--- config.mk ---
export PLATFORM = sky130hd
export DESIGN_NAME = alu_op_sequencer
export DESIGN_NICKNAME = d
export VERILOG_FILES = /design/src/rtl/alu_op_sequencer.sv
export SDC_FILE = /design/constraint.sdc
export NUM_CORES = 1
export LEC_CHECK = 0
export BUFFER_PORTS_ARGS = -buffer_cell sky130_fd_sc_hd__buf_2
export CORE_MARGIN = 5
export CORE_UTILIZATION = 45
export DETAILED_ROUTE_END_ITERATION = 6
export MAX_ROUTING_LAYER = met4
export PLACE_DENSITY = 0.73
export SYNTH_ARGS = -nofsm -noshare
export SYNTH_HDL_FRONTEND = slang
export SYNTH_SLANG_ARGS = --single-unit
--- constraint.sdc ---
create_clock -name clk -period 5.3 [get_ports clk]
set_input_delay 0 -clock clk [delete_from_list [all_inputs] [get_ports clk]]
set_output_delay 0 -clock clk [all_outputs]
set_load 0.02 [all_outputs]
--- src/rtl/alu_op_sequencer.sv ---
// Issue/retire sequencer between the decoder and a combinational 32-bit ALU.
// Optional perf counters (perf_issued, perf_taken, perf_clr) with SEQ_PERF_CNT_EN.
module alu_op_sequencer #(
  parameter int          SETTLE_CYCLES = 2,
  parameter int unsigned PC_W          = 32
) (
  input  logic            clk,
  input  logic            rst_n,
  input  logic            cmd_valid,
  output logic            cmd_ready,
  input  logic [3:0]      cmd_op,
  input  logic [31:0]     cmd_a,
  input  logic [31:0]     cmd_b,
  input  logic [PC_W-1:0] cmd_pc,
  input  logic [PC_W-1:0] cmd_off,
  output logic [31:0]     alu_a,
  output logic [31:0]     alu_b,
  output logic [2:0]      alu_op,
  output logic            alu_b_inv,
  output logic            alu_cin,
  output logic [1:0]      alu_br_type,
  input  logic [31:0]     alu_result,
  input  logic            alu_cout,
  input  logic            alu_will_branch,
  output logic            rsp_valid,
  input  logic            rsp_ready,
  output logic [31:0]     rsp_data,
  output logic            rsp_wb,
  output logic            rsp_br_taken,
  output logic [PC_W-1:0] rsp_br_target,
  output logic            rsp_err,
`ifdef SEQ_PERF_CNT_EN
  input  logic            perf_clr,
  output logic [31:0]     perf_issued,
  output logic [31:0]     perf_taken,
`endif
  output logic            carry_flag
);

  localparam int unsigned CNT_W = 4;

  if (SETTLE_CYCLES < 1 || SETTLE_CYCLES > 15) begin : g_bad_settle
    $error("SETTLE_CYCLES must be in 1..15");
  end

  typedef enum logic [1:0] {IDLE, SETTLE, CAPTURE, RESP} state_t;

  state_t            state, state_d;
  logic [CNT_W-1:0]  cnt, cnt_d;
  logic [3:0]        op_q, op_d;
  logic [PC_W-1:0]   pc_q, pc_d, off_q, off_d;
  logic              cmd_ready_d;
  logic [31:0]       alu_a_d, alu_b_d;
  logic [2:0]        alu_op_d;
  logic              alu_b_inv_d, alu_cin_d;
  logic [1:0]        alu_br_type_d;
  logic              rsp_valid_d, rsp_wb_d, rsp_br_taken_d, rsp_err_d;
  logic [31:0]       rsp_data_d;
  logic [PC_W-1:0]   rsp_br_target_d;
  logic              carry_flag_d;

  always_ff @(posedge clk or negedge rst_n) begin
    if (!rst_n) begin
      state         <= IDLE;
      cnt           <= '0;
      op_q          <= '0;
      pc_q          <= '0;
      off_q         <= '0;
      cmd_ready     <= 1'b0;
      alu_a         <= '0;
      alu_b         <= '0;
      alu_op        <= '0;
      alu_b_inv     <= 1'b0;
      alu_cin       <= 1'b0;
      alu_br_type   <= 2'b11;
      rsp_valid     <= 1'b0;
      rsp_data      <= '0;
      rsp_wb        <= 1'b0;
      rsp_br_taken  <= 1'b0;
      rsp_br_target <= '0;
      rsp_err       <= 1'b0;
      carry_flag    <= 1'b0;
    end else begin
      state         <= state_d;
      cnt           <= cnt_d;
      op_q          <= op_d;
      pc_q          <= pc_d;
      off_q         <= off_d;
      cmd_ready     <= cmd_ready_d;
      alu_a         <= alu_a_d;
      alu_b         <= alu_b_d;
      alu_op        <= alu_op_d;
      alu_b_inv     <= alu_b_inv_d;
      alu_cin       <= alu_cin_d;
      alu_br_type   <= alu_br_type_d;
      rsp_valid     <= rsp_valid_d;
      rsp_data      <= rsp_data_d;
      rsp_wb        <= rsp_wb_d;
      rsp_br_taken  <= rsp_br_taken_d;
      rsp_br_target <= rsp_br_target_d;
      rsp_err       <= rsp_err_d;
      carry_flag    <= carry_flag_d;
    end
  end

  always_comb begin
    state_d         = state;
    cnt_d           = cnt;
    op_d            = op_q;
    pc_d            = pc_q;
    off_d           = off_q;
    alu_a_d         = alu_a;
    alu_b_d         = alu_b;
    alu_op_d        = alu_op;
    alu_b_inv_d     = alu_b_inv;
    alu_cin_d       = alu_cin;
    alu_br_type_d   = alu_br_type;
    rsp_valid_d     = rsp_valid;
    rsp_data_d      = rsp_data;
    rsp_wb_d        = rsp_wb;
    rsp_br_taken_d  = rsp_br_taken;
    rsp_br_target_d = rsp_br_target;
    rsp_err_d       = rsp_err;
    carry_flag_d    = carry_flag;

    case (state)
      IDLE: begin
        if (cmd_valid && cmd_ready) begin
          op_d  = cmd_op;
          pc_d  = cmd_pc;
          off_d = cmd_off;
          if (cmd_op >= 4'd12) begin
            // Illegal command bypasses the ALU entirely
            state_d         = RESP;
            rsp_valid_d     = 1'b1;
            rsp_err_d       = 1'b1;
            rsp_data_d      = '0;
            rsp_wb_d        = 1'b0;
            rsp_br_taken_d  = 1'b0;
            rsp_br_target_d = '0;
          end else begin
            state_d       = SETTLE;
            cnt_d         = CNT_W'(SETTLE_CYCLES - 1);
            alu_a_d       = cmd_a;
            alu_b_d       = cmd_b;
            alu_op_d      = 3'b010;
            alu_b_inv_d   = 1'b0;
            alu_cin_d     = 1'b0;
            alu_br_type_d = 2'b11;
            case (cmd_op)
              4'd1:    begin alu_b_inv_d = 1'b1; alu_cin_d = 1'b1; end
              4'd2:    alu_op_d = 3'b000;
              4'd3:    alu_op_d = 3'b001;
              4'd4:    alu_op_d = 3'b101;
              4'd5:    alu_op_d = 3'b110;
              4'd6:    alu_op_d = 3'b111;
              4'd7:    begin alu_a_d = '0; alu_b_inv_d = 1'b1; alu_cin_d = 1'b1; end
              4'd8:    alu_cin_d = carry_flag;
              4'd9:    begin alu_b_d = '0; alu_br_type_d = 2'b00; end
              4'd10:   begin alu_b_d = '0; alu_br_type_d = 2'b01; end
              4'd11:   begin alu_b_d = '0; alu_br_type_d = 2'b10; end
              default: ;
            endcase
          end
        end
      end
      SETTLE: begin
        if (cnt == '0) state_d = CAPTURE;
        else           cnt_d   = cnt - 1'b1;
      end
      CAPTURE: begin
        state_d         = RESP;
        rsp_valid_d     = 1'b1;
        rsp_err_d       = 1'b0;
        rsp_data_d      = alu_result;
        rsp_wb_d        = (op_q <= 4'd8);
        rsp_br_taken_d  = (op_q >= 4'd9) && alu_will_branch;
        rsp_br_target_d = pc_q + off_q;
        if (op_q inside {4'd0, 4'd1, 4'd7, 4'd8}) carry_flag_d = alu_cout;
      end
      RESP: begin
        if (rsp_ready) begin
          state_d       = IDLE;
          rsp_valid_d   = 1'b0;
          alu_br_type_d = 2'b11;
        end
      end
      default: state_d = IDLE;
    endcase

    cmd_ready_d = (state_d == IDLE);
  end

`ifdef SEQ_PERF_CNT_EN
  // Counters: clear wins over increment, wrap naturally
  always_ff @(posedge clk or negedge rst_n) begin
    if (!rst_n) begin
      perf_issued <= '0;
      perf_taken  <= '0;
    end else if (perf_clr) begin
      perf_issued <= '0;
      perf_taken  <= '0;
    end else begin
      if (cmd_valid && cmd_ready)                  perf_issued <= perf_issued + 32'd1;
      if (rsp_valid && rsp_ready && rsp_br_taken)  perf_taken  <= perf_taken + 32'd1;
    end
  end
`endif

endmodule

==> impl_metrics.tcl, run 1 <==
set metrics [dict create \
    core-area_mm2 0.0220 \
    final_cell_mix "nand2_1 (395), buf_2 (309), dfrtp_1 (213)" \
    clock-sinks 215 \
    register_area_mm2 0.00538 \
    clockRootBuffer "clkbuf_16" \
    area_growth_pct 41.9 \
    cts_buffers 24 \
    path_delay_family "compound AO/OA/AOI/OAI gates" \
    netlist_area_mm2 0.0101 \
    leakage_nw 7.51 \
    port_buffers 310 \
    dieArea_mm2 0.0255 \
    ff2ff_path_depth 4 \
    n_fill_cell 1711 \
    place.gp.congestion 0.979 \
    ys_warn_count 0 \
    grt_max_degree 133 \
    critPathKind "flop to flop" \
    period_minus_slack_ps 2750 \
    initial_core_util_pct 46.0 \
    yosysUniqueCellTypes 65 \
    path_max_fanout 46 \
    period_share_pct 51.9 \
    r2r-end "rsp_data[9]" \
    avgSynthCellArea_um2 9.19 \
    grt_use_total_pct 26.3 \
    critPathBufInv 1 \
    critPathRequiredTime_ps 5740 \
    p_per_area_mw_per_mm2 593 \
    setup_tns_ps 0 \
    antenna_found_initial 4 \
    final_common_cell "nand2_1" \
    clk_pin_slew_worst_paths_ps 60 \
    hpwl_um 21200 \
    timing.rr.start "state[1]" \
    multi_input_area_mm2 0.00440 \
    fin_ws_ps 2550 \
    first_pass_iters 6 \
    synth_nets 1303 \
    wirelength_um 33100 \
    hold_ws_ps 45.7 \
    cts_tree "yes" \
    clk_path_buf_depth 3 \
    wl_per_cell_um 17.9 \
    cts_max_level 1 \
    hp-class "input port to asynchronous set/reset pin" \
    drv_slew 0 \
    viasPerCell 5.37 \
    relSlewSlack_pct 35.5 \
    seq_area_frac_synth_pct 53.3 \
    hold_violations 0 \
    place_ws_ps 2560 \
    grt_overflow_total 0 \
    fin_worst_skew_ps 29.1 \
    rows 54 \
    grt_pass1_wl_um 54100 \
    nets 1752 \
    clock_latency_ps 530 \
    start_kind "flop" \
    vias 9934 \
    drc 0 \
    grt_pass1_vias 10444 \
    syn_inst 1099 \
    rrSetupSlack_ps 2550 \
    critPathMaxStageDelay_ps 780 \
    dr.first_iter.drc_count 781 \
    status "finished clean" \
    ant_nets 0 \
    die_y_um 160 \
    endpoint_kind "flop" \
    maxCapViolations 0 \
    synth_edf_count 0 \
    arrival_ps 3190 \
    setup_viol_count_final 0 \
    worst_path_max_delay_cell "a31oi_4" \
    p_total_mw 8.50 \
    chipWidth_um 160 \
    pin_count 311 \
    synth-seq-cells 215 \
    path_depth 4 \
    max_clock_freq_mhz 363 \
    rsz0062_at_grt "no" \
    worst_slew_pin_slew_ps 968 \
    peakVddDrop_mv 0.390 \
    post_cts_buffers 0 \
    synthArstFlopShare_pct 100 \
    synth_ff_type "dfrtp_1" \
    cp_cell_sequence "and2b_2, a31oi_4, buf_4, a22o_1" \
    final_layout_size_suffix_gt1_share_pct 24.3 \
]
layer usage:
metal	share of wire, %	GRT usage, %	wire length [um]	vias to the layer above
met5	0	-	0	-
met4	4.4	10.4	1460	0
met2	47	41.9	15600	458
met3	7.5	5.72	2490	104
met1	41	32.9	13600	4724
li1	-	-	-	4648
through the flow:
step / instance area, um2 / instances / util [%]
2_1_floorplan: 10100 / 1099 / -
3_3_place_gp: 11800 / 1633 / 53.8
3_5_place_dp: 11800 / 1633 / 53.8
4_1_cts: 14300 / 1846 / 65.2
5_1_grt: 14300 / 1850 / 65.2
6_report: 14300 / 1850 / 65.2
logic make-up (layout without fill, tap and decap cells):
| family | count (synthesis) | after routing | share of synthesized area, % |
|---|---|---|---|
| buf+inv | 77 | 544 | 3.51 |
| compound gates | 205 | 205 | 14.5 |
| xor+xnor | 26 | 26 | 2.26 |
| other cells | 0 | 4 | 0 |
| simple gates | 541 | 541 | 22.0 |
| flops | 215 | 215 | 53.3 |
| mux | 1 | 1 | 0.112 |
| fa+ha+maj | 34 | 34 | 4.29 |
where the power goes:
| part | total (mW) | internal, mW | switching (mW) |
|---|---|---|---|
| combinational | 3.98 | 1.44 | 2.53 |
| clock | 1.66 | 0.977 | 0.686 |
| sequential | 2.86 | 2.39 | 0.475 |
| total | 8.50 | 4.81 | 3.69 |
registers in the layout, summed over array words and instances, names as in the netlist:
| signal | count |
|---|---|
| state | 2 |
| op_q | 4 |
| rsp_data | 32 |
| cnt | 4 |
| cmd_ready | 1 |
| rsp_br_taken | 1 |
| alu_cin | 1 |
| rsp_err | 1 |
| alu_op | 3 |
| rsp_valid | 1 |
| rsp_wb | 1 |
| alu_b_inv | 1 |
| pc_q | 32 |
| rsp_br_target | 32 |
| alu_br_type | 2 |
| off_q | 32 |
| alu_b | 32 |
| alu_a | 32 |
| carry_flag | 1 |
synth_stat cells (5+ instances only):
master / count / area (um2)
xnor2_1: 13 / 114
a22o_1: 38 / 333
o21a_1: 7 / 52.6
nand2_1: 396 / 1490
a21o_1: 8 / 60.1
dfrtp_1: 213 / 5330
nor3_1: 7 / 35.0
nand4_1: 12 / 75.1
nand3_1: 71 / 355
inv_1: 12 / 45.0
xor2_1: 13 / 114
a31oi_1: 8 / 50.1
buf_2: 13 / 65.1
clkbuf_1: 43 / 161
a21oi_1: 36 / 180
o211ai_1: 5 / 37.5
o21ai_0: 54 / 270
a211oi_1: 5 / 37.5
nor2_1: 32 / 120
ha_1: 33 / 413
worst max-delay path by stage:
stage	from	endpoint	slack (ps)
finish	state[1]	rsp_data[9]	2550
global placement	state[1]	rsp_br_target[23]	2640
detailed placement	state[1]	rsp_br_target[23]	2560
global route	state[1]	rsp_br_target[21]	2310
floorplan	pc_q[0]	rsp_br_target[28]	2970
CTS	state[1]	rsp_data[13]	2540
worst register-to-register path: cells and delay by family (launching register included):
family,cells,cell delay [ps]
flops,1,510
buf+inv,1,540
compound gates,2,1030
simple gates,1,580
area by class of cell:
type                    count  share of cell area (%)
well taps                 280                    2.45
repair buffers            488                    23.3
diodes                      4                  0.0699
flip-flops and latches    215                    37.6
clock inverters             9                   0.734
clock buffers              35                    4.90
multi-input cells         807                    30.7
inverters                  12                   0.314
timing repair:
action	in CTS	in global routing
setup endpoints to repair	0	0
hold buffers	169	0
gates resized for setup	0	0
endpoints found under the hold margin	259	0
Note: power is estimated with default switching activity, not from simulation.
==> inputs of run 2 (changes only) <==
Settings changed: PLACE_DENSITY 0.73 to 0.75.
Clock period 5.3 ns to 2.2 ns, I/O delays scaled along.
==> impl_metrics.tcl, run 2 (same netlist as run 1, synthesis figures left out) <==
set metrics [dict create \
    first_pass_iters 7 \
    cp_cell_sequence "ha_2, inv_2, fa_2, nor2b_4, o211ai_1, buf_4, a31oi_4, a211oi_2, o21a_1, or4_1, nand3_1" \
    initial_core_util_pct 46.0 \
    chipWidth_um 160 \
    failed_checks "setup timing" \
    core-area_mm2 0.0220 \
    fin_worst_skew_ps 25.6 \
    grt_pass1_wl_um 56800 \
    rows 54 \
    dieArea_mm2 0.0255 \
    path_delay_family "simple AND/OR/NAND/NOR gates" \
    die_y_um 160 \
    viasPerCell 5.40 \
    maxCapViolations 0 \
    relSlewSlack_pct 59.6 \
    hold_violations 0 \
    endpoint_kind "flop" \
    final_core_util_pct 69.1 \
    path_max_fanout 3 \
    status "complete, but fails checks" \
    setup_viol_count_final 19 \
    worst_path_max_delay_cell "or4_1" \
    seq_power_share_pct 31.2 \
    grt_overflow_total 0 \
    cts_max_level 1 \
    p_int_mw 12.8 \
    max_clock_freq_mhz 402 \
    antenna_found_initial 5 \
    final_common_cell "nand2_1" \
    port_buffers 310 \
    cts_tree "yes" \
    placed_cells 1699 \
    ant_nets 0 \
    leakage_nw 7.95 \
    final_layout_size_suffix_gt1_share_pct 29.5 \
    cts_buffers 24 \
    dr.first_iter.drc_count 704 \
    p_clk_share_pct 17.8 \
    wirelength_um 35800 \
    worst_slew_pin_slew_ps 606 \
    hpwl_um 22100 \
    rsz0062_at_grt "yes" \
    critPathMaxStageDelay_ps 400 \
    drc 0 \
    clk_pin_slew_worst_paths_ps 60 \
    critPathBufInv 2 \
    period_share_pct 113 \
    sw_frac_of_total_pct 42.6 \
    nets 1827 \
    wl_per_cell_um 18.6 \
    finalNonFillerCells 1925 \
    arrival_ps 2920 \
    grt_use_total_pct 27.7 \
    place.gp.congestion 0.912 \
    power.switching_mw 9.51 \
    p_per_area_mw_per_mm2 1470 \
    grt_pass1_vias 10896 \
    final_cell_mix "nand2_1 (393), buf_2 (309), dfrtp_1 (213)" \
    start_kind "flop" \
    clk_path_buf_depth 3 \
    place_ws_ps -283 \
    fin_ws_ps -286 \
    clock_latency_ps 520 \
    grt_max_degree 77 \
    hp-class "input port to asynchronous set/reset pin" \
    critPathKind "flop to flop" \
    vias 10396 \
    period_minus_slack_ps 2490 \
    clockRootBuffer "clkbuf_16" \
    drv_slew 0 \
    clock-sinks 215 \
    pin_count 311 \
    comb_power_share_pct 51.0 \
    critPathRequiredTime_ps 2640 \
    peakVddDrop_mv 0.821 \
    area_growth_pct 50.2 \
    setup_tns_ps -3220 \
]
## run 2: changes by cell type in the layout (fill, tap and decap cells not counted), moves of 3 or more
cell and change:
buf_4 +66, ha_4 +6, a21oi_1 -3, buf_12 +3
ha_2 +3, ha_1 -9, buf_6 +6, o21ai_0 -12
o21ai_1 +10
## run 2: what timing repair did
action / in CTS / in global routing
buffers inserted: 5 / 5
gates resized for setup: 31 / 25
endpoints found under the hold margin: 389 / 0
hold buffers: 169 / 0
pin swaps: 14 / 5
setup endpoints to repair: 22 / 24
## run 2: power by group through the flow
stage	clock [mW]	sequential (mW)	combinational (mW)
final	3.98	6.96	11.4
after detailed placement	0	6.83	10.1
after global routing	4.22	7.14	12.4
after global placement	0	6.78	9.91
after CTS	4.03	6.86	10.8
after floorplan	0	8.09	5.05
## run 2: area by class of cell
type | count | area, um2
repair buffers | 563 | 3960
fillers | 1593 | 6790
clock buffers | 37 | 721
diodes | 5 | 12.5
clock inverters | 6 | 55.1
inverters | 12 | 45.0
well taps | 280 | 350
flip-flops and latches | 215 | 5380
multi-input cells | 807 | 4640
## run 2: worst paths after layout
| path | slack, ps | from | endpoint | depth (start not counted) |
|---|---|---|---|---|
| max in group asynchronous | 1410 | rst_n | rsp_br_target[22] | 3 |
| setup / recovery | -290 | off_q[0] | rsp_br_target[28] | 11 |
| hold reg to reg | 460 | alu_b[4] | alu_b[4] | 2 |
| setup reg to reg | -290 | off_q[0] | rsp_br_target[28] | 11 |
| min in group clk | 220 | cmd_off[2] | off_q[2] | 4 |
| hold / removal | 70 | rst_n | alu_a[19] | 2 |
## run 2: worst reg2reg max path, stage by stage, from the launching register on
cell,delay (ps)
dfrtp_1,370
ha_2,200
inv_2,50
fa_2,370
nor2b_4,140
o211ai_1,100
buf_4,160
a31oi_4,220
a211oi_2,110
o21a_1,200
or4_1,400
nand3_1,90
## run 2: per-stage QoR
stage	power (mW)	instance area [um2]	hold WS [ps]
2_1_floorplan	13.1	10100	-296
3_3_place_gp	16.7	12400	14.1
3_5_place_dp	16.9	12400	11.1
4_1_cts	21.7	15000	86.3
5_1_grt	23.7	15200	120
6_report	22.3	15200	68.7
## run 2: routing by layer
metal	part of all wire [%]	vias to the layer above	wire length, um	GRT usage [%]
met1	38	4968	13600	32.7
met5	0	-	0	-
li1	-	4800	-	-
met4	4.8	0	1700	11.6
met3	7.5	124	2670	5.85
met2	50	504	17800	46.4
==> inputs of run 3 (changes only) <==
Settings changed: CORE_UTILIZATION 45 to 46, PLACE_DENSITY 0.75 to 0.77.
==> impl_metrics.tcl, run 3 (same netlist as run 1, synthesis figures left out) <==
set metrics [dict create \
    final_cell_mix "nand2_1 (394), buf_2 (309), dfrtp_1 (213)" \
    place.gp.congestion 0.920 \
    critPathKind "flop to flop" \
    status "complete, but fails checks" \
    wl_per_cell_um 18.7 \
    grt_overflow_total 0 \
    start_kind "flop" \
    ant_nets 0 \
    grt_use_total_pct 29.0 \
    endpoint_kind "flop" \
    die_y_um 158 \
    nets 1831 \
    setup_viol_count_final 22 \
    drc 0 \
    critPathMaxStageDelay_ps 390 \
    clock_latency_ps 520 \
    peakVddDrop_mv 0.938 \
    cts_max_level 1 \
    cts_tree "yes" \
    wirelength_um 36000 \
    failed_checks "setup timing" \
    grt_pass1_vias 11088 \
    dr.first_iter.drc_count 650 \
    clk_path_buf_depth 3 \
    worst_path_max_delay_cell "or4_1" \
    p_per_area_mw_per_mm2 1490 \
    clock-sinks 215 \
    stdcell_area_mm2 0.0152 \
    area_growth_pct 50.8 \
    fin_worst_skew_ps 12.5 \
    core-area_mm2 0.0217 \
    first_pass_iters 5 \
    initial_core_util_pct 46.5 \
    final_common_cell "nand2_1" \
    pin_count 311 \
    relSlewSlack_pct 58.4 \
    antenna_found_initial 2 \
    hp-class "input port to asynchronous set/reset pin" \
    sw_frac_of_total_pct 42.4 \
    period_minus_slack_ps 2440 \
    grt_pass1_wl_um 56500 \
    hpwl_um 21700 \
    period_share_pct 111 \
    port_buffers 310 \
    seq_power_share_pct 30.7 \
    hold_violations 0 \
    n_fill_cell 1513 \
    hold_ws_ps 45.1 \
    cts_buffers 24 \
    drv_slew 0 \
    placed_cell_area_mm2 0.0124 \
    viasPerCell 5.41 \
    p_clk_share_pct 18.7 \
    path_max_fanout 4 \
    arrival_ps 2890 \
    leakage_nw 7.98 \
    rows 54 \
    clk_pin_slew_worst_paths_ps 60 \
    maxCapViolations 0 \
    dieArea_mm2 0.0250 \
    final_layout_size_suffix_gt1_share_pct 29.5 \
    critPathRequiredTime_ps 2650 \
    p_int_mw 13.0 \
    fin_ws_ps -239 \
    clockRootBuffer "clkbuf_16" \
    max_clock_freq_mhz 410 \
    grt_max_degree 77 \
    rsz0062_at_grt "yes" \
    vias 10431 \
    comb_power_share_pct 50.6 \
    chipWidth_um 158 \
    power.switching_mw 9.61 \
    worst_slew_pin_slew_ps 625 \
    cp_cell_sequence "ha_2, inv_2, fa_2, nor2b_4, o211ai_1, buf_4, a31oi_4, a211oi_2, o21a_1, or4_1, nand3_1" \
]
==> run 3: area by class of cell <==
class	count	area [um2]	share of cell area [%]
Multi-Input combinational cell	807	4600	30.2
Timing Repair Buffer	567	4010	26.3
Antenna cell	4	10.0	0.0657
Clock inverter	10	128	0.838
Clock buffer	34	699	4.59
Inverter	12	45.0	0.296
Tap cell	280	350	2.30
Sequential cell	215	5380	35.3
==> run 3: per-stage QoR <==
stage	util (%)	TNS, ps	cells	power, mW	setup WS [ps]
floorplan	-	-39.6	1099	13.1	-39.6
global placement	57.0	-2050	1694	16.7	-240
finish	70.2	-2680	1929	22.6	-239
global route	70.2	-5220	1927	24.0	-346
detailed placement	57.0	-3190	1694	17.0	-283
CTS	69.8	-1650	1918	22.1	-198
==> run 3: worst paths after layout <==
check	from	endpoint	slack, ps	depth (start not counted)
worst max-delay path	pc_q[0]	rsp_br_target[28]	-240	11
worst min-delay path	rst_n	alu_a[4]	50	2
worst max register to register	pc_q[0]	rsp_br_target[28]	-240	11
worst min register to register	alu_b[2]	alu_b[2]	460	2
max in group asynchronous	rst_n	rsp_data[21]	1410	3
min in group clk	cmd_off[10]	off_q[10]	210	4
==> run 3: per-layer routing <==
layer	up-vias	global-route usage [%]	share of wire (%)
li1	4789	-	-
met1	4991	33.7	37
met2	510	47.7	50
met3	141	6.37	7.8
met4	0	14.3	5.1
met5	-	-	0
==> run 3: timing repair <==
item | 4_1_cts | 5_1_grt
pin swaps | 16 | 16
endpoints found under the hold margin | 390 | 0
gates resized for setup | 29 | 13
setup buffers | 11 | 7
hold buffers | 169 | 0
setup endpoints to repair | 22 | 24
==> run 3: worst max-delay path: cells and delay by family, from the launching register on <==
family / cells / cell delay [ps]
buffers and inverters: 2 / 210
adders and majority gates: 2 / 560
DFF: 1 / 350
and+or+nand+nor: 3 / 620
AOI/OAI and AO/OA: 4 / 630
==> run 3: power groups by stage <==
stage / logic, mW / registers (mW) / clock network (mW)
floorplan: 5.05 / 8.09 / 0
global placement: 9.89 / 6.78 / 0
detailed placement: 10.1 / 6.84 / 0
CTS: 10.9 / 6.87 / 4.27
global route: 12.4 / 7.13 / 4.45
finish: 11.5 / 6.95 / 4.23
